$ cat src/rtl/uart_io_pkg.sv
// Shared definitions for the uart_io_port J1 I/O responder: register offsets,
// status bit positions and the RX/TX pacing FSM state encodings.
package uart_io_pkg;

  localparam logic [15:0] RX_OFS   = 16'd0;
  localparam logic [15:0] TX_OFS   = 16'd1;
  localparam logic [15:0] STAT_OFS = 16'd2;

  localparam int unsigned ST_RX_AVAIL = 0;
  localparam int unsigned ST_TX_READY = 1;
  localparam int unsigned ST_RX_OVF   = 2;
  localparam int unsigned ST_TX_DROP  = 3;
  localparam int unsigned ST_IEN      = 8;

  typedef enum logic {
    RX_IDLE,
    RX_HOLD
  } rx_state_t;

  typedef enum logic [1:0] {
    TX_IDLE,
    TX_START,
    TX_WAIT
  } tx_state_t;

endpackage

$ cat src/rtl/sync_fifo.sv
// Single-clock FIFO with occupancy counter; push when full and pop when empty
// are ignored, simultaneous push/pop keeps the count unchanged.
module sync_fifo #(
  parameter int unsigned WIDTH = 8,
  parameter int unsigned DEPTH = 8
) (
  input  logic             clk,
  input  logic             reset,
  input  logic             i_push,
  input  logic [WIDTH-1:0] i_wdata,
  input  logic             i_pop,
  output logic [WIDTH-1:0] o_rdata,
  output logic             o_full,
  output logic             o_empty
);

  localparam int unsigned AW = $clog2(DEPTH);

  logic [WIDTH-1:0] r_mem [DEPTH];
  logic [AW-1:0]    r_wptr;
  logic [AW-1:0]    r_rptr;
  logic [AW:0]      r_count;
  logic             w_push;
  logic             w_pop;

  assign o_full  = (r_count == (AW+1)'(DEPTH));
  assign o_empty = (r_count == '0);
  assign w_push  = i_push && !o_full;
  assign w_pop   = i_pop && !o_empty;
  assign o_rdata = r_mem[r_rptr];

  always_ff @(posedge clk) begin
    if (w_push) begin
      r_mem[r_wptr] <= i_wdata;
    end
  end

  always_ff @(posedge clk) begin
    if (reset) begin
      r_wptr  <= '0;
      r_rptr  <= '0;
      r_count <= '0;
    end else begin
      if (w_push) begin
        r_wptr <= r_wptr + AW'(1);
      end
      if (w_pop) begin
        r_rptr <= r_rptr + AW'(1);
      end
      case ({w_push, w_pop})
        2'b10:   r_count <= r_count + (AW+1)'(1);
        2'b01:   r_count <= r_count - (AW+1)'(1);
        default: r_count <= r_count;
      endcase
    end
  end

endmodule

$ cat src/rtl/uart_io_port.sv
// J1 I/O-bus front end for buart: buffered RX/TX FIFOs, status register and
// rd/wr strobe pacing. Optional interrupt output under macro UART_IRQ_EN.
module uart_io_port #(
  parameter logic [15:0] BASE_ADDR = 16'h4000,
  parameter int unsigned RX_DEPTH  = 8,
  parameter int unsigned TX_DEPTH  = 8
) (
  input  logic        clk,
  input  logic        reset,
  input  logic        io_rd,
  input  logic        io_wr,
  input  logic [15:0] io_addr,
  input  logic [15:0] io_dout,
  output logic [15:0] io_din,
  output logic        uart_rd,
  output logic        uart_wr,
  output logic [7:0]  uart_tx_data,
  input  logic [7:0]  uart_rx_data,
  input  logic        uart_valid,
  input  logic        uart_busy
`ifdef UART_IRQ_EN
  ,
  output logic        irq
`endif
);

  import uart_io_pkg::*;

  localparam logic [15:0] ADDR_RX   = BASE_ADDR + RX_OFS;
  localparam logic [15:0] ADDR_TX   = BASE_ADDR + TX_OFS;
  localparam logic [15:0] ADDR_STAT = BASE_ADDR + STAT_OFS;

  rx_state_t   r_rx_state;
  tx_state_t   r_tx_state;
  logic [15:0] r_io_din;
  logic        r_uart_wr;
  logic [7:0]  r_tx_data;
  logic        r_rx_ovf;
  logic        r_tx_drop;

  logic        w_rd_rx;
  logic        w_rd_stat;
  logic        w_wr_tx;
  logic        w_wr_stat;
  logic        w_rx_push;
  logic        w_rx_pop;
  logic        w_rx_full;
  logic        w_rx_empty;
  logic [7:0]  w_rx_rdata;
  logic        w_rx_ovf_set;
  logic        w_tx_push;
  logic        w_tx_pop;
  logic        w_tx_full;
  logic        w_tx_empty;
  logic [7:0]  w_tx_rdata;
  logic        w_ien;
  logic [15:0] w_status;
  logic        w_unused_dout;

  assign w_rd_rx   = io_rd && (io_addr == ADDR_RX);
  assign w_rd_stat = io_rd && (io_addr == ADDR_STAT);
  assign w_wr_tx   = io_wr && (io_addr == ADDR_TX);
  assign w_wr_stat = io_wr && (io_addr == ADDR_STAT);

  // The ack is decoded straight from RX_IDLE so the byte is captured in the
  // same cycle buart sees uart_rd; RX_HOLD then covers buart dropping valid.
  assign w_rx_push    = !reset && (r_rx_state == RX_IDLE) && uart_valid && !w_rx_full;
  assign w_rx_pop     = w_rd_rx && !w_rx_empty;
  assign w_rx_ovf_set = (r_rx_state == RX_IDLE) && uart_valid && w_rx_full;
  assign w_tx_push    = w_wr_tx;
  assign w_tx_pop     = !reset && (r_tx_state == TX_IDLE) && !w_tx_empty && !uart_busy;

  assign io_din       = r_io_din;
  assign uart_rd      = w_rx_push;
  assign uart_wr      = r_uart_wr;
  assign uart_tx_data = r_tx_data;

  sync_fifo #(
    .WIDTH (8),
    .DEPTH (RX_DEPTH)
  ) u_rx_fifo (
    .clk     (clk),
    .reset   (reset),
    .i_push  (w_rx_push),
    .i_wdata (uart_rx_data),
    .i_pop   (w_rx_pop),
    .o_rdata (w_rx_rdata),
    .o_full  (w_rx_full),
    .o_empty (w_rx_empty)
  );

  sync_fifo #(
    .WIDTH (8),
    .DEPTH (TX_DEPTH)
  ) u_tx_fifo (
    .clk     (clk),
    .reset   (reset),
    .i_push  (w_tx_push),
    .i_wdata (io_dout[7:0]),
    .i_pop   (w_tx_pop),
    .o_rdata (w_tx_rdata),
    .o_full  (w_tx_full),
    .o_empty (w_tx_empty)
  );

  always_comb begin
    w_status              = '0;
    w_status[ST_RX_AVAIL] = !w_rx_empty;
    w_status[ST_TX_READY] = !w_tx_full;
    w_status[ST_RX_OVF]   = r_rx_ovf;
    w_status[ST_TX_DROP]  = r_tx_drop;
    w_status[ST_IEN]      = w_ien;
  end

  always_ff @(posedge clk) begin
    if (reset) begin
      r_io_din  <= '0;
      r_rx_ovf  <= 1'b0;
      r_tx_drop <= 1'b0;
    end else begin
      if (w_rd_rx) begin
        r_io_din <= w_rx_empty ? '0 : {8'h00, w_rx_rdata};
      end else if (w_rd_stat) begin
        r_io_din <= w_status;
      end
      // A new event in the same cycle as a clear leaves the flag set.
      if (w_rx_ovf_set) begin
        r_rx_ovf <= 1'b1;
      end else if (w_wr_stat && io_dout[ST_RX_OVF]) begin
        r_rx_ovf <= 1'b0;
      end
      if (w_wr_tx && w_tx_full) begin
        r_tx_drop <= 1'b1;
      end else if (w_wr_stat && io_dout[ST_TX_DROP]) begin
        r_tx_drop <= 1'b0;
      end
    end
  end

  always_ff @(posedge clk) begin
    if (reset) begin
      r_rx_state <= RX_IDLE;
    end else begin
      case (r_rx_state)
        RX_IDLE: if (w_rx_push) r_rx_state <= RX_HOLD;
        RX_HOLD: r_rx_state <= RX_IDLE;
        default: r_rx_state <= RX_IDLE;
      endcase
    end
  end

  always_ff @(posedge clk) begin
    if (reset) begin
      r_tx_state <= TX_IDLE;
      r_uart_wr  <= 1'b0;
      r_tx_data  <= '0;
    end else begin
      r_uart_wr <= 1'b0;
      case (r_tx_state)
        TX_IDLE: begin
          if (w_tx_pop) begin
            r_uart_wr  <= 1'b1;
            r_tx_data  <= w_tx_rdata;
            r_tx_state <= TX_START;
          end
        end
        TX_START: r_tx_state <= TX_WAIT;
        TX_WAIT:  if (!uart_busy) r_tx_state <= TX_IDLE;
        default:  r_tx_state <= TX_IDLE;
      endcase
    end
  end

`ifdef UART_IRQ_EN
  logic r_ien;
  logic r_irq;

  assign w_ien = r_ien;
  assign irq   = r_irq;

  always_ff @(posedge clk) begin
    if (reset) begin
      r_ien <= 1'b0;
      r_irq <= 1'b0;
    end else begin
      if (w_wr_stat) begin
        r_ien <= io_dout[ST_IEN];
      end
      r_irq <= r_ien && !w_rx_empty;
    end
  end

  assign w_unused_dout = &{1'b0, io_dout[15:9]};
`else
  assign w_ien         = 1'b0;
  assign w_unused_dout = &{1'b0, io_dout[15:8]};
`endif

endmodule

$ cat config.mk
export PLATFORM = sky130hd
export DESIGN_NAME = uart_io_port
export DESIGN_NICKNAME = d
export VERILOG_FILES = /design/src/rtl/uart_io_pkg.sv /design/src/rtl/sync_fifo.sv /design/src/rtl/uart_io_port.sv
export SDC_FILE = /design/constraint.sdc
export NUM_CORES = 1
export LEC_CHECK = 0
export ABC_AREA = 1
export CORE_UTILIZATION = 45
export DETAILED_ROUTE_END_ITERATION = 6
export PLACE_DENSITY = 0.65
export REMOVE_ABC_BUFFERS = 1
export SLEW_MARGIN = 20
export SYNTH_ARGS = -nofsm -noshare
export SYNTH_HDL_FRONTEND = slang
export SYNTH_HIERARCHICAL = 1
export SYNTH_SLANG_ARGS = --single-unit
$ cat constraint.sdc
create_clock -name clk -period 2.88 [get_ports clk]
set_input_delay 0.576 -clock clk [delete_from_list [all_inputs] [get_ports clk]]
set_output_delay 0.576 -clock clk [all_outputs]
set_load 0.005 [all_outputs]
==> qor.txt <==
======================================================================================================
Final setup viols                                                                                    0
Portion of the post-synthesis area used by sequential elements                                  63.17%
Area of all placed cells without fillers                                                     9026 um^2
GRT Overall Usage                                                                               18.46%
Clock transition at the register clock pins on the worst setup and hold paths after CTS        0.06 ns
Final period demand of the worst path                                                         2.628 ns
Unique cell type count in the Yosys netlist                                                         38
Largest cells by area after synthesis                                                     sky130_fd_sc_hd__edfxtp_1, sky130_fd_sc_hd__dfxtp_1, sky130_fd_sc_hd__nand2_1
Kind of start point of the critical path                                                  primary input
Number of optimization iterations in the first detailed-route pass                                   4
Count of antenna-violating nets left after detailed routing                                          0
Proportion of layout cells with a drive suffix above 1                                          11.38%
Tcrit/Tclk final                                                                                91.25%
Post-synthesis register bit count                                                                  176
Final worst hold slack                                                                       0.4717 ns
TritonCTS buffer count                                                                              17
Number of synthesized flops with an enable pin                                                     128
Die area                                                                                    17430 um^2
Worst EP arrival                                                                               2.05 ns
Library cell with the largest summed area after synthesis                                 sky130_fd_sc_hd__edfxtp_1
Actual transition at the worst max-transition pin                                            0.9809 ns
Clock tree from TritonCTS                                                                          yes
Synthesized instance count                                                                         719
Portion of netlist area occupied by mux cells                                                   2.106%
Setup repair after global routing missed its margin                                              false
Post-route insts no fill                                                                          1037
Number of hold buffers added after cts                                                               0
CTS Root Cell                                                                             sky130_fd_sc_hd__clkbuf_16
Pin count of the biggest net entering global routing                                                34
Vias per Instance                                                                                4.984
Worst slew margin relative to its limit                                                         34.52%
Total power per unit cell area                                                            570.1 nW/um^2
Highest ir drop seen on vdd                                                                   428.0 uV
Destination of the worst register-to-register timing path                                 u_tx_fifo/r_count[2]
Starting density of the core                                                                    46.03%
Placed instance area                                                                         8454 um^2
Post-Synth Simple-Gate Area                                                                     17.78%
Worst reg2reg startpoint                                                                  u_tx_fifo/r_count[2]
LEAKAGE                                                                                       3.305 nW
Minimum setup slack among reg-to-reg paths                                                     0.55 ns
Vias after detailed routing                                                                       5168
Total Neg Setup Slack                                                                             0 ns
Placer Congestion                                                                               0.8388
Via count of the first global-routing pass                                                        5056
Dominant synthesized flop cell                                                            sky130_fd_sc_hd__edfxtp_1
Count of clock tree sinks                                                                          176
Mean cell area of the mapped netlist                                                        10.58 um^2
Layout overhead on the synthesized area                                                         18.67%
Insertion delay of the later-clocked pin in the worst-skew pair                                0.42 ns
Die X                                                                                         132.0 um
Share of flip-flops with an asynchronous set or reset after synthesis                               0%
Max-cap viol count                                                                                   0
Largest family of logic cells by synthesized area                                         simple AND/OR/NAND/NOR gates
Xor and xnor area share after synthesis                                                        0.6909%
Drt drc                                                                                              0
Total count of max-transition violations in the final report                                         0
Antenna violations before repair                                                                     0
Total placed cells including tap cells                                                            1005
Post-synthesis compound-gate area fraction                                                      8.390%
Critical setup path kind                                                                     in -> out
Worst Reg2Reg Path Length in Cells                                                                  15
Worst-path maximum fanout                                                                            4
Total of buffers placed on input and output ports                                                   55
Top cell type's share of synthesized area                                                       50.53%
Worst setup path end                                                                           uart_rd
Highest clock rate                                                                           380.5 MHz
Synthesized-area fraction occupied by adder cells                                               1.645%
Number of rows in the core area                                                                     47
Final clock skew                                                                            0.01040 ns
Worst min-delay path category                                                               reg -> reg
CTS H-Tree Depth                                                                                     4
Post-cts sizing count                                                                                0
Estimated wirelength of the detail-placed design                                              10.06 mm
Total overflow reported by the global router                                                         0
Maximum number of buffers from clock root to sink                                                    2
Num ports                                                                                           72
Initial detailed-routing violation count                                                           308
Outcome                                                                                   finished clean
Die height                                                                                    132.0 um
Total setup buffers inserted after CTS                                                               0
Net count reported at finish                                                                       860
Final hold violations                                                                                0
Core box area                                                                               16520 um^2
Routed wire length                                                                            15.28 mm
Cell area after synthesis                                                                    7606 um^2
Worst setup path startpoint                                                                      reset
Warning count from the yosys run                                                                     6
Data required time at the worst endpoint                                                       2.30 ns
Routed len/inst                                                                               14.73 um
Number of inserted diodes                                                                            0
Worst setup EP type                                                                       primary output
First-pass GRT wire length                                                                    24.72 mm
======================================================================================================
## through the flow
step           power [mW]  util (%)  setup WS (ns)
6_report            5.146     54.62         0.2519
5_1_grt             5.310     54.62         0.1423
4_1_cts             5.191     54.62         0.2354
3_5_place_dp        2.992     51.16       -0.01065
3_3_place_gp        2.985     51.16        0.02655
2_1_floorplan       2.872         -         0.3974
## logic make-up after synthesis
| logic type | after synthesis |
|---|---|
| fa+ha+maj | 10 |
| simple gates | 304 |
| other cells | 1 |
| buf+inv | 84 |
| xor+xnor | 6 |
| flops | 176 |
| mux | 16 |
| compound gates | 122 |
## synth_stat cells (4+ instances only)
cell type	count
sky130_fd_sc_hd__nand3_1	16
sky130_fd_sc_hd__nand2_1	126
sky130_fd_sc_hd__a21oi_1	23
sky130_fd_sc_hd__o22ai_1	16
sky130_fd_sc_hd__xnor2_1	4
sky130_fd_sc_hd__nor2_1	119
sky130_fd_sc_hd__inv_2	4
sky130_fd_sc_hd__o21ai_0	44
sky130_fd_sc_hd__buf_2	4
sky130_fd_sc_hd__ha_1	10
sky130_fd_sc_hd__nand2_2	6
sky130_fd_sc_hd__nor2_2	6
sky130_fd_sc_hd__buf_4	12
sky130_fd_sc_hd__dfxtp_1	48
sky130_fd_sc_hd__o21ai_1	36
sky130_fd_sc_hd__nand3b_1	4
sky130_fd_sc_hd__nor3_1	4
sky130_fd_sc_hd__buf_6	12
sky130_fd_sc_hd__mux2i_1	16
sky130_fd_sc_hd__edfxtp_1	128
sky130_fd_sc_hd__inv_1	48
sky130_fd_sc_hd__nand3_2	5
sky130_fd_sc_hd__nand4_1	5
## per-layer routing
metal | global-route usage [%] | vias up | share of wire (%)
met5 | 0 | - | 0
met4 | 7.429 | 0 | 2.3
met3 | 3.998 | 22 | 4.3
met2 | 32.25 | 120 | 51
met1 | 22.14 | 2420 | 43
li1 | - | 2606 | -
## worst min-delay path by stage
stage               startpoint   endpoint  slack [ns]  cells after the start
finish                r_rx_ovf   r_rx_ovf        0.47                      2
global route          r_rx_ovf   r_rx_ovf        0.50                      2
CTS                   r_rx_ovf   r_rx_ovf        0.47                      2
detailed placement   r_tx_drop  r_tx_drop        0.46                      2
global placement      r_rx_ovf   r_rx_ovf        0.45                      2
floorplan             r_rx_ovf   r_rx_ovf        0.43                      2
## cells in the final DEF (no fill, tap or decap), drive strengths merged, types with 2 or more instances in the layout
| cell type | n |
|---|---|
| nand2 | 132 |
| edfxtp | 128 |
| nor2 | 128 |
| o21ai | 80 |
| clkdlybuf4s50 | 55 |
| inv | 54 |
| dfxtp | 48 |
| buf | 36 |
| a21oi | 23 |
| nand3 | 22 |
| clkbuf | 20 |
| mux2i | 16 |
| o22ai | 16 |
| ha | 10 |
| conb | 8 |
| nand4 | 5 |
| nand3b | 4 |
| clkinvlp | 4 |
| xnor2 | 4 |
| nor3 | 4 |
| clkinv | 4 |
| nor3b | 4 |
| nor4 | 3 |
| bufinv | 2 |
| xor2 | 2 |
| a211oi | 2 |
| or2 | 2 |
## registers in the layout, summed over array words and instances, names as in the netlist, 2 cells and up, named ones only
name,flops
io_din,8
r_tx_state,2
u_rx_fifo/r_count,4
u_rx_fifo/r_mem,64
u_rx_fifo/r_rptr,3
u_rx_fifo/r_wptr,3
u_tx_fifo/r_count,4
u_tx_fifo/r_mem,64
u_tx_fifo/r_rptr,3
u_tx_fifo/r_wptr,3
uart_tx_data,8
## power by group
group,switching [mW],internal [mW]
Sequential,0.00978,2.73
Combinational,0.109,0.0842
Clock,0.928,1.28
Total,1.05,4.10
## layout make-up
| cell class | count | area (um^2) |
|---|---|---|
| clock buffers | 20 | 436.7 |
| clock inverters | 12 | 135.1 |
| fillers | 1411 | 7498 |
| inverters | 52 | 195.2 |
| multi-input cells | 466 | 2359 |
| flip-flops and latches | 176 | 4805 |
| well taps | 220 | 275.3 |
| repair buffers | 91 | 820.8 |
## critical path, stage by stage
cell and delay (ns):
sky130_fd_sc_hd__clkdlybuf4s50_1 0.39, sky130_fd_sc_hd__buf_4 0.17, sky130_fd_sc_hd__inv_2 0.06, sky130_fd_sc_hd__nand3_1 0.07
sky130_fd_sc_hd__nor2_1 0.22, sky130_fd_sc_hd__clkdlybuf4s50_1 0.56
Note: power is estimated with default switching activity, not from simulation.
